`src/rtl/pc_sequencer_if.sv`:
```
// Program-memory fetch handshake between pc_sequencer (master) and
// the instruction memory (slave).
interface pc_sequencer_if;
  logic        fetch_req;
  logic        mem_ready;
  logic [15:0] instr;

  modport master (output fetch_req, input mem_ready, input instr);
  modport slave  (input fetch_req, output mem_ready, output instr);
endinterface

```
`src/rtl/pc_sequencer.sv`:
```
// pc_sequencer: fetch/issue controller for the program counter block.
// Fetches one instruction word per handshake, decodes control flow and
// drives the counter's preload/jsr strobes, keeping its own return stack.
// Optional build macro PC_SEQ_STATS_EN adds the instr_count output.
module pc_sequencer #(
  parameter int ADDR_W      = 11,
  parameter int REL_W       = 10,
  parameter int STACK_DEPTH = 4
) (
  input  logic                             clock,
  input  logic                             reset,
  input  logic                             start,
  input  logic [ADDR_W-1:0]                start_addr,
  input  logic [ADDR_W-1:0]                pc_in,
  pc_sequencer_if.master                   mem,
  output logic                             pc_step,
  output logic                             preload,
  output logic [ADDR_W-1:0]                preload_addr,
  output logic [REL_W-1:0]                 relative_addr,
  output logic                             jsr,
  output logic                             ret,
  output logic                             halted,
  output logic                             fault,
  output logic [$clog2(STACK_DEPTH+1)-1:0] depth
`ifdef PC_SEQ_STATS_EN
  ,
  output logic [15:0]                      instr_count
`endif
);

  localparam int DEPTH_W = $clog2(STACK_DEPTH + 1);
  localparam int PTR_W   = $clog2(STACK_DEPTH);

  typedef enum logic [2:0] {
    S_IDLE,
    S_START,
    S_FETCH,
    S_ISSUE,
    S_HALT,
    S_FAULT
  } state_t;

  state_t             state_reg, state_next;
  logic [15:0]        instr_reg;
  logic [ADDR_W-1:0]  start_addr_reg;
  logic [ADDR_W-1:0]  top_reg;
  logic [DEPTH_W-1:0] depth_reg;
  logic [ADDR_W-1:0]  stack_mem [STACK_DEPTH];
  logic [PTR_W-1:0]   top_idx;
  logic [PTR_W-1:0]   push_idx;
  logic               load_start;
  logic               latch_instr;
  logic               push;
  logic               pop;
  logic               call_ok;
  logic               ret_ok;
  logic [1:0]         op;
  logic               is_halt;
  logic               unused_instr_bits;

  assign op       = instr_reg[15:14];
  assign is_halt  = instr_reg[13];
  assign top_idx  = PTR_W'(depth_reg - DEPTH_W'(1));
  assign push_idx = PTR_W'(depth_reg);
  assign call_ok  = (depth_reg != DEPTH_W'(STACK_DEPTH));
  assign ret_ok   = (depth_reg != '0);
  assign ret      = 1'b0;
  assign depth    = depth_reg;
  // Bits between the JMP target and the HALT flag carry no meaning here.
  assign unused_instr_bits = &{1'b0, instr_reg[12:ADDR_W]};

  // State register.
  always_ff @(posedge clock) begin
    if (reset) begin
      state_reg <= S_IDLE;
    end else begin
      state_reg <= state_next;
    end
  end

  // Next-state and strobe decode; every select is qualified by pc_step.
  always_comb begin
    state_next    = state_reg;
    pc_step       = 1'b0;
    preload       = 1'b0;
    preload_addr  = '0;
    relative_addr = '0;
    jsr           = 1'b0;
    halted        = 1'b0;
    fault         = 1'b0;
    mem.fetch_req = 1'b0;
    load_start    = 1'b0;
    latch_instr   = 1'b0;
    push          = 1'b0;
    pop           = 1'b0;
    case (state_reg)
      S_IDLE: begin
        if (start) begin
          load_start = 1'b1;
          state_next = S_START;
        end
      end
      S_START: begin
        pc_step      = 1'b1;
        preload      = 1'b1;
        preload_addr = start_addr_reg;
        state_next   = S_FETCH;
      end
      S_FETCH: begin
        mem.fetch_req = 1'b1;
        if (mem.mem_ready) begin
          latch_instr = 1'b1;
          state_next  = S_ISSUE;
        end
      end
      S_ISSUE: begin
        state_next = S_FETCH;
        case (op)
          2'b00: pc_step = 1'b1;
          2'b01: begin
            if (call_ok) begin
              pc_step       = 1'b1;
              jsr           = 1'b1;
              relative_addr = instr_reg[REL_W-1:0];
              push          = 1'b1;
            end else begin
              state_next = S_FAULT;
            end
          end
          2'b10: begin
            if (ret_ok) begin
              pc_step      = 1'b1;
              preload      = 1'b1;
              preload_addr = top_reg + ADDR_W'(1);
              pop          = 1'b1;
            end else begin
              state_next = S_FAULT;
            end
          end
          default: begin
            if (is_halt) begin
              state_next = S_HALT;
            end else begin
              pc_step      = 1'b1;
              preload      = 1'b1;
              preload_addr = instr_reg[ADDR_W-1:0];
            end
          end
        endcase
      end
      S_HALT: begin
        halted = 1'b1;
        if (start) begin
          load_start = 1'b1;
          state_next = S_START;
        end
      end
      S_FAULT: begin
        fault = 1'b1;
        if (start) begin
          load_start = 1'b1;
          state_next = S_START;
        end
      end
      default: state_next = S_IDLE;
    endcase
  end

  // Entry address, stack occupancy and the fetched word.
  always_ff @(posedge clock) begin
    if (reset) begin
      start_addr_reg <= '0;
      depth_reg      <= '0;
      instr_reg      <= '0;
    end else begin
      if (load_start) begin
        start_addr_reg <= start_addr;
        depth_reg      <= '0;
      end else if (push) begin
        depth_reg <= depth_reg + DEPTH_W'(1);
      end else if (pop) begin
        depth_reg <= depth_reg - DEPTH_W'(1);
      end
      if (latch_instr) begin
        instr_reg <= mem.instr;
      end
    end
  end

  // Return stack storage; the top entry is read during FETCH so it is
  // already registered when a RET reaches ISSUE.
  always_ff @(posedge clock) begin
    if (push) begin
      stack_mem[push_idx] <= pc_in;
    end
    if (state_reg == S_FETCH) begin
      top_reg <= stack_mem[top_idx];
    end
  end

`ifdef PC_SEQ_STATS_EN
  logic [15:0] count_reg;

  // Saturating count of issued instructions since the last start.
  always_ff @(posedge clock) begin
    if (reset) begin
      count_reg <= '0;
    end else if (load_start) begin
      count_reg <= '0;
    end else if ((state_reg == S_ISSUE) && pc_step && (count_reg != 16'hFFFF)) begin
      count_reg <= count_reg + 16'd1;
    end
  end

  assign instr_count = count_reg;
`endif

endmodule

```
`src/flat_wrapper.sv`:
```
// flat-port wrapper written by rule: the top's interface ports become plain ports
module pc_sequencer_flat 
#(
  parameter int ADDR_W      = 11,
  parameter int REL_W       = 10,
  parameter int STACK_DEPTH = 4
)
  (clock, reset, start, start_addr, pc_in, pc_step, preload, preload_addr, relative_addr, jsr, ret, halted, fault, depth, mem_fetch_req, mem_mem_ready, mem_instr);
  pc_sequencer_if mem_i ();
  input  logic clock;
  input  logic reset;
  input  logic start;
  input  logic [ADDR_W-1:0] start_addr;
  input  logic [ADDR_W-1:0] pc_in;
  output logic pc_step;
  output logic preload;
  output logic [ADDR_W-1:0] preload_addr;
  output logic [REL_W-1:0] relative_addr;
  output logic jsr;
  output logic ret;
  output logic halted;
  output logic fault;
  output logic [$clog2(STACK_DEPTH+1)-1:0] depth;
  output wire logic [$bits(mem_i.fetch_req)-1:0] mem_fetch_req;
  input wire logic [$bits(mem_i.mem_ready)-1:0] mem_mem_ready;
  input wire logic [$bits(mem_i.instr)-1:0] mem_instr;
  assign mem_fetch_req = mem_i.fetch_req;
  assign mem_i.mem_ready = mem_mem_ready;
  assign mem_i.instr = mem_instr;
  pc_sequencer #(.ADDR_W(ADDR_W), .REL_W(REL_W), .STACK_DEPTH(STACK_DEPTH)) u_core (.clock(clock), .reset(reset), .start(start), .start_addr(start_addr), .pc_in(pc_in), .mem(mem_i), .pc_step(pc_step), .preload(preload), .preload_addr(preload_addr), .relative_addr(relative_addr), .jsr(jsr), .ret(ret), .halted(halted), .fault(fault), .depth(depth));
endmodule
```
`config.mk`:
```
export PLATFORM = sky130hd
export DESIGN_NAME = pc_sequencer_flat
export DESIGN_NICKNAME = d
export VERILOG_FILES = /design/src/rtl/pc_sequencer_if.sv /design/src/rtl/pc_sequencer.sv /design/src/flat_wrapper.sv
export SDC_FILE = /design/constraint.sdc
export NUM_CORES = 1
export LEC_CHECK = 0
export CORE_MARGIN = 2
export CORE_UTILIZATION = 43
export DETAILED_ROUTE_END_ITERATION = 10
export PLACE_DENSITY = 0.7
export REMOVE_ABC_BUFFERS = 1
export SLEW_MARGIN = 25
export SYNTH_ARGS = -nofsm -noshare
export SYNTH_HDL_FRONTEND = slang
export SYNTH_SLANG_ARGS = --single-unit
```
`constraint.sdc`:
```
create_clock -name clock -period 2.2 [get_ports clock]
set_input_delay 0.44 -clock clock [delete_from_list [all_inputs] [get_ports clock]]
set_output_delay 0.44 -clock clock [all_outputs]
set_load 0.01 [all_outputs]
```
==> out/qor.yml <==
worst_hold_path:
  holdPathStages: 2
  worstHoldStart: "u_core.start_addr_reg[0]"
  worstHoldEndpoint: "u_core.start_addr_reg[0]"
  holdCritPathClass: "flip-flop to flip-flop"
power_and_ir_drop:
  p_per_area_nw_per_um2: 605
  irDropWorstVdd_mv: 0.414
  power_leakage_nw: 2.00
timing:
  report.final.slew_viol_count: 0
  setup_violations: 2
  max_freq_mhz: 452
  fin_crit_ns: 2.21
  whs_ns: 0.458
  hold_viol: 0
  worst_pin_slew_ns: 0.503
  fin_worst_skew_ns: 0.00927
  rsz0062_at_grt: "true"
  fin_ws_ns: -0.0124
  fin_crit_sh_pct: 101
  tns_ns: -0.0193
  slew_headroom_pct: 66.4
cells_and_area:
  final_area_um2: 5420
  nets: 495
  syn2layout_area_growth_pct: 39.2
  fin_util_pct: 61.9
  fin_cells: 560
  drive_above_1_share_pct: 32.1
  largest_reg_flops: 44
  fillers: 700
  antenna-diode-count: 0
status:
  status: "complete, but fails checks"
  failed_checks: "setup timing"
routing:
  drtIter0Drc: 96
  wl_met2_um: 4650
  vias: 2947
  post-route-drc-count: 0
  dr_wl_met3_um: 525
  via_per_inst: 5.26
  wl_per_cell_um: 16.7
  drt-met1-wl_um: 4120
  drt_wl_total_um: 9360
  first_pass_iters: 4
  ant_nets: 0
  top_layer: "met4"
critical_path:
  crit_buf_inv: 4
  reg2reg_slack_ns: 0.29
  reg2reg_from: "u_core.depth[0]"
  cp-start-kind: "flip-flop"
  crit_required_ns: 1.76
  worstRegToRegCells: 9
  worst_path_max_delay_cell: "dfxtp_2"
  cp_top_family: "buffers and inverters"
  arrival_ns: 1.77
  path_max_fanout: 6
  reg2reg_to: "u_core.stack_mem[2][5]"
  max_stage_delay_ns: 0.34
  crit_path_cell_trace: "inv_2, ha_4, buf_4, nand2b_4, nand3_4, buf_12, o22ai_1, dlygate4sd2_1"
  critical_path_class: "flip-flop to output port"
  cp-end-kind: "output port"
floorplan:
  core-area_um2: 8760
  start_util_pct: 44.5
  pin_count: 73
  die_x_um: 99.2
  row_count: 34
  die_h_um: 99.2
  die_area_um2: 9840
logic_synthesis:
  netlist_instances: 336
  synth_edf_count: 55
  ys.flop_type: "edfxtp_1"
  syn_area_per_cell_um2: 11.6
  yosysUniqueCellTypes: 44
  synth_top_area_share_pct: 42.4
  yosysSeqAreaShare_pct: 58.3
  synth_area_leaders: "edfxtp_1, dfxtp_1, mux4_2, nand2_1, a21oi_1"
  yosysMostFrequentCell: "nand2_1"
  synthTopCellsByCount: "nand2_1, edfxtp_1, a21oi_1"
  netlist_area_um2: 3900
  ys_seq_elements: 86
  async_reset_ff_share_pct: 0
  yosys.area.top_type: "edfxtp_1"
  ys_warn_count: 0
clock_tree:
  cts_buffers: 9
  cts_sinks: 86
  clk_transition_reported_paths_ns: 0.10
  cts_hold_buf: 0
  cts_root_buf: "clkbuf_8"
  clk-insertion-delay-late_ns: 0.35
  cts_max_level: 3
  cts_tree: "done"
  cts.path.max_buffers: 2
place:
  port-buffer-count: 69
  dp.cells: 524
  place_congestion: 0.821
  dp_hpwl_um: 6090
  place_area_um2: 4910
run:
  max-cap-violations: 0
global_routing:
  globalRouteTotalUtil_pct: 18.6
  antenna_found_initial: 0
  grt_max_degree: 29
  grt_pass1_vias: 2863
  grt_pass1_wl_um: 14500
  overflow: 0
==> report_power, final <==
part | switching, mW | total, mW | internal, mW
registers | 0.0353 | 1.79 | 1.76
clock network | 0.632 | 1.08 | 0.446
logic | 0.207 | 0.409 | 0.202
==> worst register-to-register path, cell delays in order (launching register included) <==
cell     delay, ns
dfxtp_2       0.34
inv_2         0.05
ha_4          0.16
and2_4        0.16
nor3_4        0.19
buf_6         0.15
buf_4         0.11
buf_4         0.12
and2_1        0.18
buf_12        0.16
==> how the worst max path moves through the flow <==
stage                      startpoint                endpoint  slack (ns)  depth (start not counted)
global route        u_core.top_reg[2]         preload_addr[3]       -0.09                          5
floorplan             u_core.depth[0]  u_core.stack_mem[0][0]       -0.45                          5
detailed placement    u_core.depth[0]         preload_addr[4]       -0.15                          8
finish                u_core.depth[0]         preload_addr[9]       -0.01                          8
global placement      u_core.depth[0]         preload_addr[3]       -0.13                          8
CTS                   u_core.depth[1]         preload_addr[4]       -0.07                          8
==> routing by layer <==
metal,up-vias,track usage [%]
met5,-,0
met4,0,5.27
met3,4,3.30
met2,104,31.0
met1,1404,25.1
li1,1435,-
==> metrics by stage <==
stage	total power [mW]	setup slack, ns
floorplan	1.98	-0.448
global placement	2.17	-0.129
detailed placement	2.17	-0.151
CTS	3.26	-0.0740
global route	3.42	-0.0942
finish	3.28	-0.0124
==> kinds of logic (layout without fill, tap and decap cells) <==
group / count (synthesis) / count (layout) / synth area share (%)
flops: 86 / 86 / 58.3
xor+xnor: 9 / 9 / 2.02
simple gates: 135 / 135 / 17.9
mux: 12 / 12 / 6.61
buf+inv: 23 / 139 / 3.31
other cells: 1 / 1 / 0.0962
compound gates: 64 / 64 / 9.82
fa+ha+maj: 6 / 6 / 1.93
==> layout make-up <==
cell class,instances,area [µm²],share of cell area (%)
clock inverter,7,70.1,1.29
multi-input combinational,227,1710,31.5
tap,108,135,2.49
clock buffer,9,124,2.28
sequential,86,2280,42.1
inverter,3,15.0,0.277
timing repair buffer,120,1090,20.1
==> placed cells by master, fill, tap and decap left out, drive strengths merged, types with 7 or more instances in the layout <==
cell type	count
mux4	11
nand3	10
clkdlybuf4s50	42
nand2	60
xnor2	7
a21oi	35
nor2	13
nor2b	12
and2	17
clkbuf	15
o22ai	7
buf	66
a31oi	9
dfxtp	31
edfxtp	55
==> repair_timing <==
action                                  in CTS  in global routing
cloned                                       1                  1
resized for setup                          107                 38
pin swaps                                    7                 13
endpoints found under the setup margin      27                 26
setup buffers                               11                 10
No activity file was read; power rests on OpenSTA's default activity.
